[config.mk]
export PLATFORM = sky130hd
export DESIGN_NAME = mem_port_arbiter
export DESIGN_NICKNAME = d
export VERILOG_FILES = /design/src/rtl/mem_arb_pkg.sv /design/src/rtl/mem_arb_perf_cnt.sv /design/src/rtl/mem_port_arbiter.sv
export SDC_FILE = /design/constraint.sdc
export NUM_CORES = 1
export LEC_CHECK = 0
export ABC_AREA = 1
export CORE_AREA = 2 2 132 134
export CTS_CLUSTER_SIZE = 20
export DETAILED_ROUTE_END_ITERATION = 8
export DIE_AREA = 0 0 134 136
export PLACE_DENSITY = 0.85
export SLEW_MARGIN = 20
export SYNTH_ARGS = -nofsm -noshare
export SYNTH_HDL_FRONTEND = slang
export SYNTH_HIERARCHICAL = 1
export SYNTH_SLANG_ARGS = --single-unit
[constraint.sdc]
create_clock -name clk -period 3.7 [get_ports clk]
set_input_delay 1.11 -clock clk [delete_from_list [all_inputs] [get_ports clk]]
set_output_delay 1.11 -clock clk [all_outputs]
set_load 0.02 [all_outputs]
[src/rtl/mem_arb_pkg.sv]
// Shared types for the IF/MA memory port arbiter: FSM states, ownership and counter width.
package mem_arb_pkg;

    localparam int unsigned MEM_ARB_CNT_W = 32;

    typedef enum logic [1:0] {
        IDLE    = 2'd0,
        BUSY_IF = 2'd1,
        BUSY_MA = 2'd2
    } arb_state_e;

    typedef enum logic [1:0] {
        OWN_NONE = 2'd0,
        OWN_IF   = 2'd1,
        OWN_MA   = 2'd2
    } owner_e;

    function automatic owner_e state_owner(input arb_state_e s);
        case (s)
            BUSY_IF: return OWN_IF;
            BUSY_MA: return OWN_MA;
            default: return OWN_NONE;
        endcase
    endfunction

endpackage

[src/rtl/mem_arb_perf_cnt.sv]
// Two free-running wrapping event counters for the arbiter; instantiated only when
// MEM_ARB_PERF_CNT_EN is defined.
module mem_arb_perf_cnt
    import mem_arb_pkg::*;
(
    input  logic                     clk,
    input  logic                     reset,
    input  logic                     if_wait_inc,
    input  logic                     conflict_inc,
    output logic [MEM_ARB_CNT_W-1:0] perf_if_wait,
    output logic [MEM_ARB_CNT_W-1:0] perf_conflict
);

    localparam logic [MEM_ARB_CNT_W-1:0] CNT_ONE = MEM_ARB_CNT_W'(1);

    always_ff @(posedge clk) begin
        if (reset) begin
            perf_if_wait  <= '0;
            perf_conflict <= '0;
        end else begin
            if (if_wait_inc)  perf_if_wait  <= perf_if_wait + CNT_ONE;
            if (conflict_inc) perf_conflict <= perf_conflict + CNT_ONE;
        end
    end

endmodule

[src/rtl/mem_port_arbiter.sv]
// Shares one single-ported memory between IF (fetch) and MA (load/store); MA has priority, bounded
// by MAX_MA_BURST. Define MEM_ARB_PERF_CNT_EN to build the perf_if_wait/perf_conflict counters.
module mem_port_arbiter
    import mem_arb_pkg::*;
#(
    parameter int unsigned MAX_MA_BURST = 4,  // legal range 1..15
    parameter int unsigned AW           = 32
) (
    input  logic                     clk,
    input  logic                     reset,
    input  logic                     if_req,
    input  logic [AW-1:0]            if_addr,
    output logic                     if_gnt,
    output logic                     if_valid,
    output logic [31:0]              if_rdata,
    input  logic                     ma_req,
    input  logic                     ma_we,
    input  logic [AW-1:0]            ma_addr,
    input  logic [31:0]              ma_wdata,
    input  logic [3:0]               ma_wstrb,
    output logic                     ma_gnt,
    output logic                     ma_valid,
    output logic [31:0]              ma_rdata,
    output logic                     mem_req,
    output logic                     mem_we,
    output logic [AW-1:0]            mem_addr,
    output logic [31:0]              mem_wdata,
    output logic [3:0]               mem_wstrb,
    input  logic                     mem_ack,
    input  logic [31:0]              mem_rdata,
    output logic [MEM_ARB_CNT_W-1:0] perf_if_wait,
    output logic [MEM_ARB_CNT_W-1:0] perf_conflict
);

    localparam logic [3:0] BURST_MAX = 4'(MAX_MA_BURST);

    arb_state_e state_q, state_d;
    logic [3:0] burst_q, burst_d;
    logic       grant_if, grant_ma;
    logic       burst_full, if_req_eff, any_valid;

    assign burst_full = (burst_q == BURST_MAX);
    // A requester still shows its req during its own valid cycle; that is not a new request.
    assign if_req_eff = if_req & ~if_valid;
    assign any_valid  = if_valid | ma_valid;

    // NOTE: every signal driven here gets a default first, so no path can infer a latch.
    always_comb begin
        state_d  = state_q;
        burst_d  = burst_q;
        grant_if = 1'b0;
        grant_ma = 1'b0;
        unique case (state_q)
            IDLE: begin
                // The completion cycle is a bubble: a stale req cannot be re-granted, and an MA
                // stream keeps its turn until the burst limit hands the port to IF.
                if (!reset && !any_valid) begin
                    if (ma_req && !(if_req && burst_full)) begin
                        grant_ma = 1'b1;
                        state_d  = BUSY_MA;
                    end else if (if_req) begin
                        grant_if = 1'b1;
                        state_d  = BUSY_IF;
                    end
                end
                if (grant_if || !if_req_eff) begin
                    burst_d = '0;
                end else if (grant_ma && !burst_full) begin
                    burst_d = burst_q + 4'd1;
                end
            end
            BUSY_IF, BUSY_MA: begin
                if (mem_ack) state_d = IDLE;
            end
            default: state_d = IDLE;
        endcase
    end

    assign if_gnt = grant_if;
    assign ma_gnt = grant_ma;

    // NOTE: sequential state uses non-blocking assignments so every flop samples pre-edge values.
    always_ff @(posedge clk) begin
        if (reset) begin
            state_q <= IDLE;
            burst_q <= '0;
        end else begin
            state_q <= state_d;
            burst_q <= burst_d;
        end
    end

    always_ff @(posedge clk) begin
        if (reset) begin
            mem_req   <= 1'b0;
            mem_we    <= 1'b0;
            mem_addr  <= '0;
            mem_wdata <= '0;
            mem_wstrb <= '0;
            if_valid  <= 1'b0;
            ma_valid  <= 1'b0;
            if_rdata  <= '0;
            ma_rdata  <= '0;
        end else begin
            if_valid <= 1'b0;
            ma_valid <= 1'b0;
            if (grant_ma) begin
                mem_req   <= 1'b1;
                mem_we    <= ma_we;
                mem_addr  <= ma_addr;
                mem_wdata <= ma_we ? ma_wdata : 32'h0;
                mem_wstrb <= ma_we ? ma_wstrb : 4'b0000;
            end else if (grant_if) begin
                mem_req   <= 1'b1;
                mem_we    <= 1'b0;
                mem_addr  <= if_addr;
                mem_wdata <= 32'h0;
                mem_wstrb <= 4'b0000;
            end else if (mem_req && mem_ack) begin
                // An ack with mem_req low (spurious, or after a reset abort) never gets here.
                mem_req <= 1'b0;
                if (state_owner(state_q) == OWN_IF) begin
                    if_rdata <= mem_rdata;
                    if_valid <= 1'b1;
                end else if (state_owner(state_q) == OWN_MA) begin
                    if (!mem_we) ma_rdata <= mem_rdata;
                    ma_valid <= 1'b1;
                end
            end
        end
    end

`ifdef MEM_ARB_PERF_CNT_EN
    logic ma_req_eff, if_wait_inc, conflict_inc;

    assign ma_req_eff   = ma_req & ~ma_valid;
    // IF owns the memory from its grant cycle until its access completes.
    assign if_wait_inc  = if_req_eff && (state_owner(state_q) != OWN_IF) && !grant_if;
    assign conflict_inc = (state_q == IDLE) && if_req_eff && ma_req_eff;

    mem_arb_perf_cnt u_perf_cnt (
        .clk          (clk),
        .reset        (reset),
        .if_wait_inc  (if_wait_inc),
        .conflict_inc (conflict_inc),
        .perf_if_wait (perf_if_wait),
        .perf_conflict(perf_conflict)
    );
`else
    assign perf_if_wait  = '0;
    assign perf_conflict = '0;
`endif

endmodule

==> results.cfg <==
[yosys]
avgSynthCellArea_um2 = 7.35
synth.area.top_cells = dfxtp_1, nand2_1, nor2_1
yosys_warnings = 6
syn-instance-count = 832
synth_cell_type_count = 24
synth_seq_cells = 142
synth_top_cell_area_share_pct = 46.5
syn_area_mm2 = 0.00612
ys_seq_area_share_pct = 46.5
synth_area_leader_cell = dfxtp_1

[route]
vias_per_cell = 4.53
drt_pass1_iterations = 4
ant_nets = 0
wl_per_cell_um = 13.3
num_vias = 6037
drc = 0
wl_um = 17700
drt_iter0_markers = 199

[setup_path]
worst_ep_required_time_ps = 2590
r2r-end = mem_wdata[28]
rrSetupSlack_ps = 1460
r2r-start = burst_q[0]
critPathKind = in -> out
r2r_cells = 11
cp-endpoint = ma_gnt
worstSetupEndpointType = output pin
worstSetupStartpoint = if_req
start_kind = input port
worstPathMaxFanout = 4
arrival_ps = 2460

[sta]
holdWs_ps = 471
fin_crit_sh_pct = 96.6
tightest_slew_ps = 679
hold_viol = 0
fmax_mhz = 280
period_needed_ps = 3570
skew_ps = 8.62
drv_slew = 0
rsz0062_at_grt = no
relSlewSlack_pct = 54.7
setup-violations-final = 0

[clock_tree]
clk_pin_slew_worst_paths_ps = 60
cts_buffers = 17
clock_latency_ps = 410
cts_root_buffer = clkbuf_16
cts_hold_buf = 0
cts_buffer_depth = 2
postCtsSetupBuffers = 0
cts_htree_levels = 4
cts_sinks = 142
cts_resized = 2
cts_tree = done

[cells_and_area]
multi_input_area_mm2 = 0.00262
seqCellArea_mm2 = 0.00284
instances_no_fill = 1332
antenna_cells = 0
drive_gt1_share_pct = 5.51
final_common_cell = clkdlybuf4s50_1
nets = 1237
area_delta_synth_final_pct = 53.4
final_cell_mix = clkdlybuf4s50_1, nand2_1, nor2_1, dfxtp_1, nand3_1
nFillCells = 1505

[pwr]
internal_power_uw = 2970
switchingPower_uw = 1310
peakVddDrop_uv = 284
clock_power_share_pct = 37.8
pwr-share-seq_pct = 39.5
power.share.switching_pct = 30.6
comb_power_share_pct = 22.7
power.density_mw_per_mm2 = 456
p_leak_uw = 0.00406

[die]
num_rows = 48
core_area_mm2 = 0.0169
ios = 340
die_area_mm2 = 0.0182
die_h_um = 136
start_util_pct = 36.3
fp.dieW_um = 134

[min_path]
hold_path.class = reg -> reg

[grt]
grt_use_total_pct = 19.0
grt_max_degree = 80
first_global_vias = 5480
antenna_found_initial = 0
grt_overflow_total = 0
grt_first_pass_wirelength_um = 27300

[run_status]
status = finished clean

[placement]
gp_congestion = 0.826
place_inst = 1300
dp_hpwl_um = 12900
io_buffers = 275

[run]
maxCapViolCount = 0
-- worst max-delay path, cell delays in order --
cell,delay (ps)
clkdlybuf4s50_1,430
nand4_1,90
nand2_1,100
nor2_1,170
nand2_2,110
inv_2,70
dlygate4sd2_1,380
-- layer usage --
| metal | share of wire, % | vias up | routed length [um] | track usage (%) |
|---|---|---|---|---|
| li1 | - | 3013 | - | - |
| met1 | 39 | 2748 | 6970 | 20.8 |
| met2 | 49 | 257 | 8670 | 33.0 |
| met3 | 9.5 | 19 | 1690 | 7.94 |
| met4 | 2.2 | 0 | 383 | 6.86 |
| met5 | 0 | - | 0 | 0 |
-- cells by family after synthesis --
logic type	count (synthesis)	share of synthesized area, %
AO/OA/AOI/OAI	103	9.90
XOR/XNOR	1	0.143
adder cells (fa/ha/maj)	5	1.02
other	1	0.0613
flip-flops	142	46.5
buffers and inverters	162	14.7
AND/OR/NAND/NOR	418	27.7
-- registers in the layout, indices dropped and copies added (netlist names) --
register   count
mem_wdata     32
burst_q        4
mem_req        1
if_rdata      32
mem_addr      32
if_valid       1
mem_we         1
ma_rdata      32
mem_wstrb      4
state_q        2
ma_valid       1
-- Yosys cell counts --
cell	count
dfxtp_1	142
and3_1	1
buf_4	65
xor2_1	1
nand4_1	3
nand2_2	4
nor2_1	145
inv_1	44
buf_6	2
buf_1	2
a22oi_1	1
nor3_1	2
a21oi_1	4
clkbuf_1	17
o211ai_2	1
nand3_1	77
o21ai_0	65
o21a_1	32
buf_2	26
ha_1	5
nor2_4	1
nand2_1	185
inv_2	6
conb_1	1
-- power groups by stage --
stage / combinational (uW) / sequential [uW] / clock, uW
final: 971 / 1690 / 1620
after detailed placement: 971 / 1730 / 0
after global routing: 1060 / 1700 / 1730
after floorplan: 467 / 1840 / 0
after global placement: 960 / 1720 / 0
after CTS: 975 / 1690 / 1650
-- worst min-delay path by stage --
stage | slack, ps | to | from | cells after the start
global route | 490 | mem_wdata[2] | mem_wdata[2] | 2
finish | 470 | mem_wstrb[3] | mem_wstrb[3] | 2
detailed placement | 460 | mem_wdata[23] | mem_wdata[23] | 2
CTS | 470 | mem_wdata[25] | mem_wdata[25] | 2
global placement | 460 | mem_wdata[21] | mem_wdata[21] | 2
floorplan | 450 | state_q[0] | state_q[0] | 2
-- stage by stage --
stage	util [%]	area, um^2	setup slack (ps)	setup TNS (ps)	power, uW
after global placement	52.3	8830	-117	-213	2680
after CTS	55.6	9380	125	0	4320
after floorplan	-	6350	741	0	2300
after global routing	55.6	9380	2.21	0	4490
final	55.6	9380	126	0	4280
after detailed placement	52.3	8830	-143	-260	2700
-- final cells by class --
| cell class | count | share of cell area, % |
|---|---|---|
| clock buffers | 18 | 4.68 |
| clock inverters | 14 | 1.28 |
| inverters | 50 | 2.01 |
| multi-input cells | 591 | 27.9 |
| flip-flops and latches | 142 | 30.3 |
| well taps | 225 | 3.00 |
| repair buffers | 292 | 30.8 |
No activity file was read; power rests on OpenSTA's default activity.
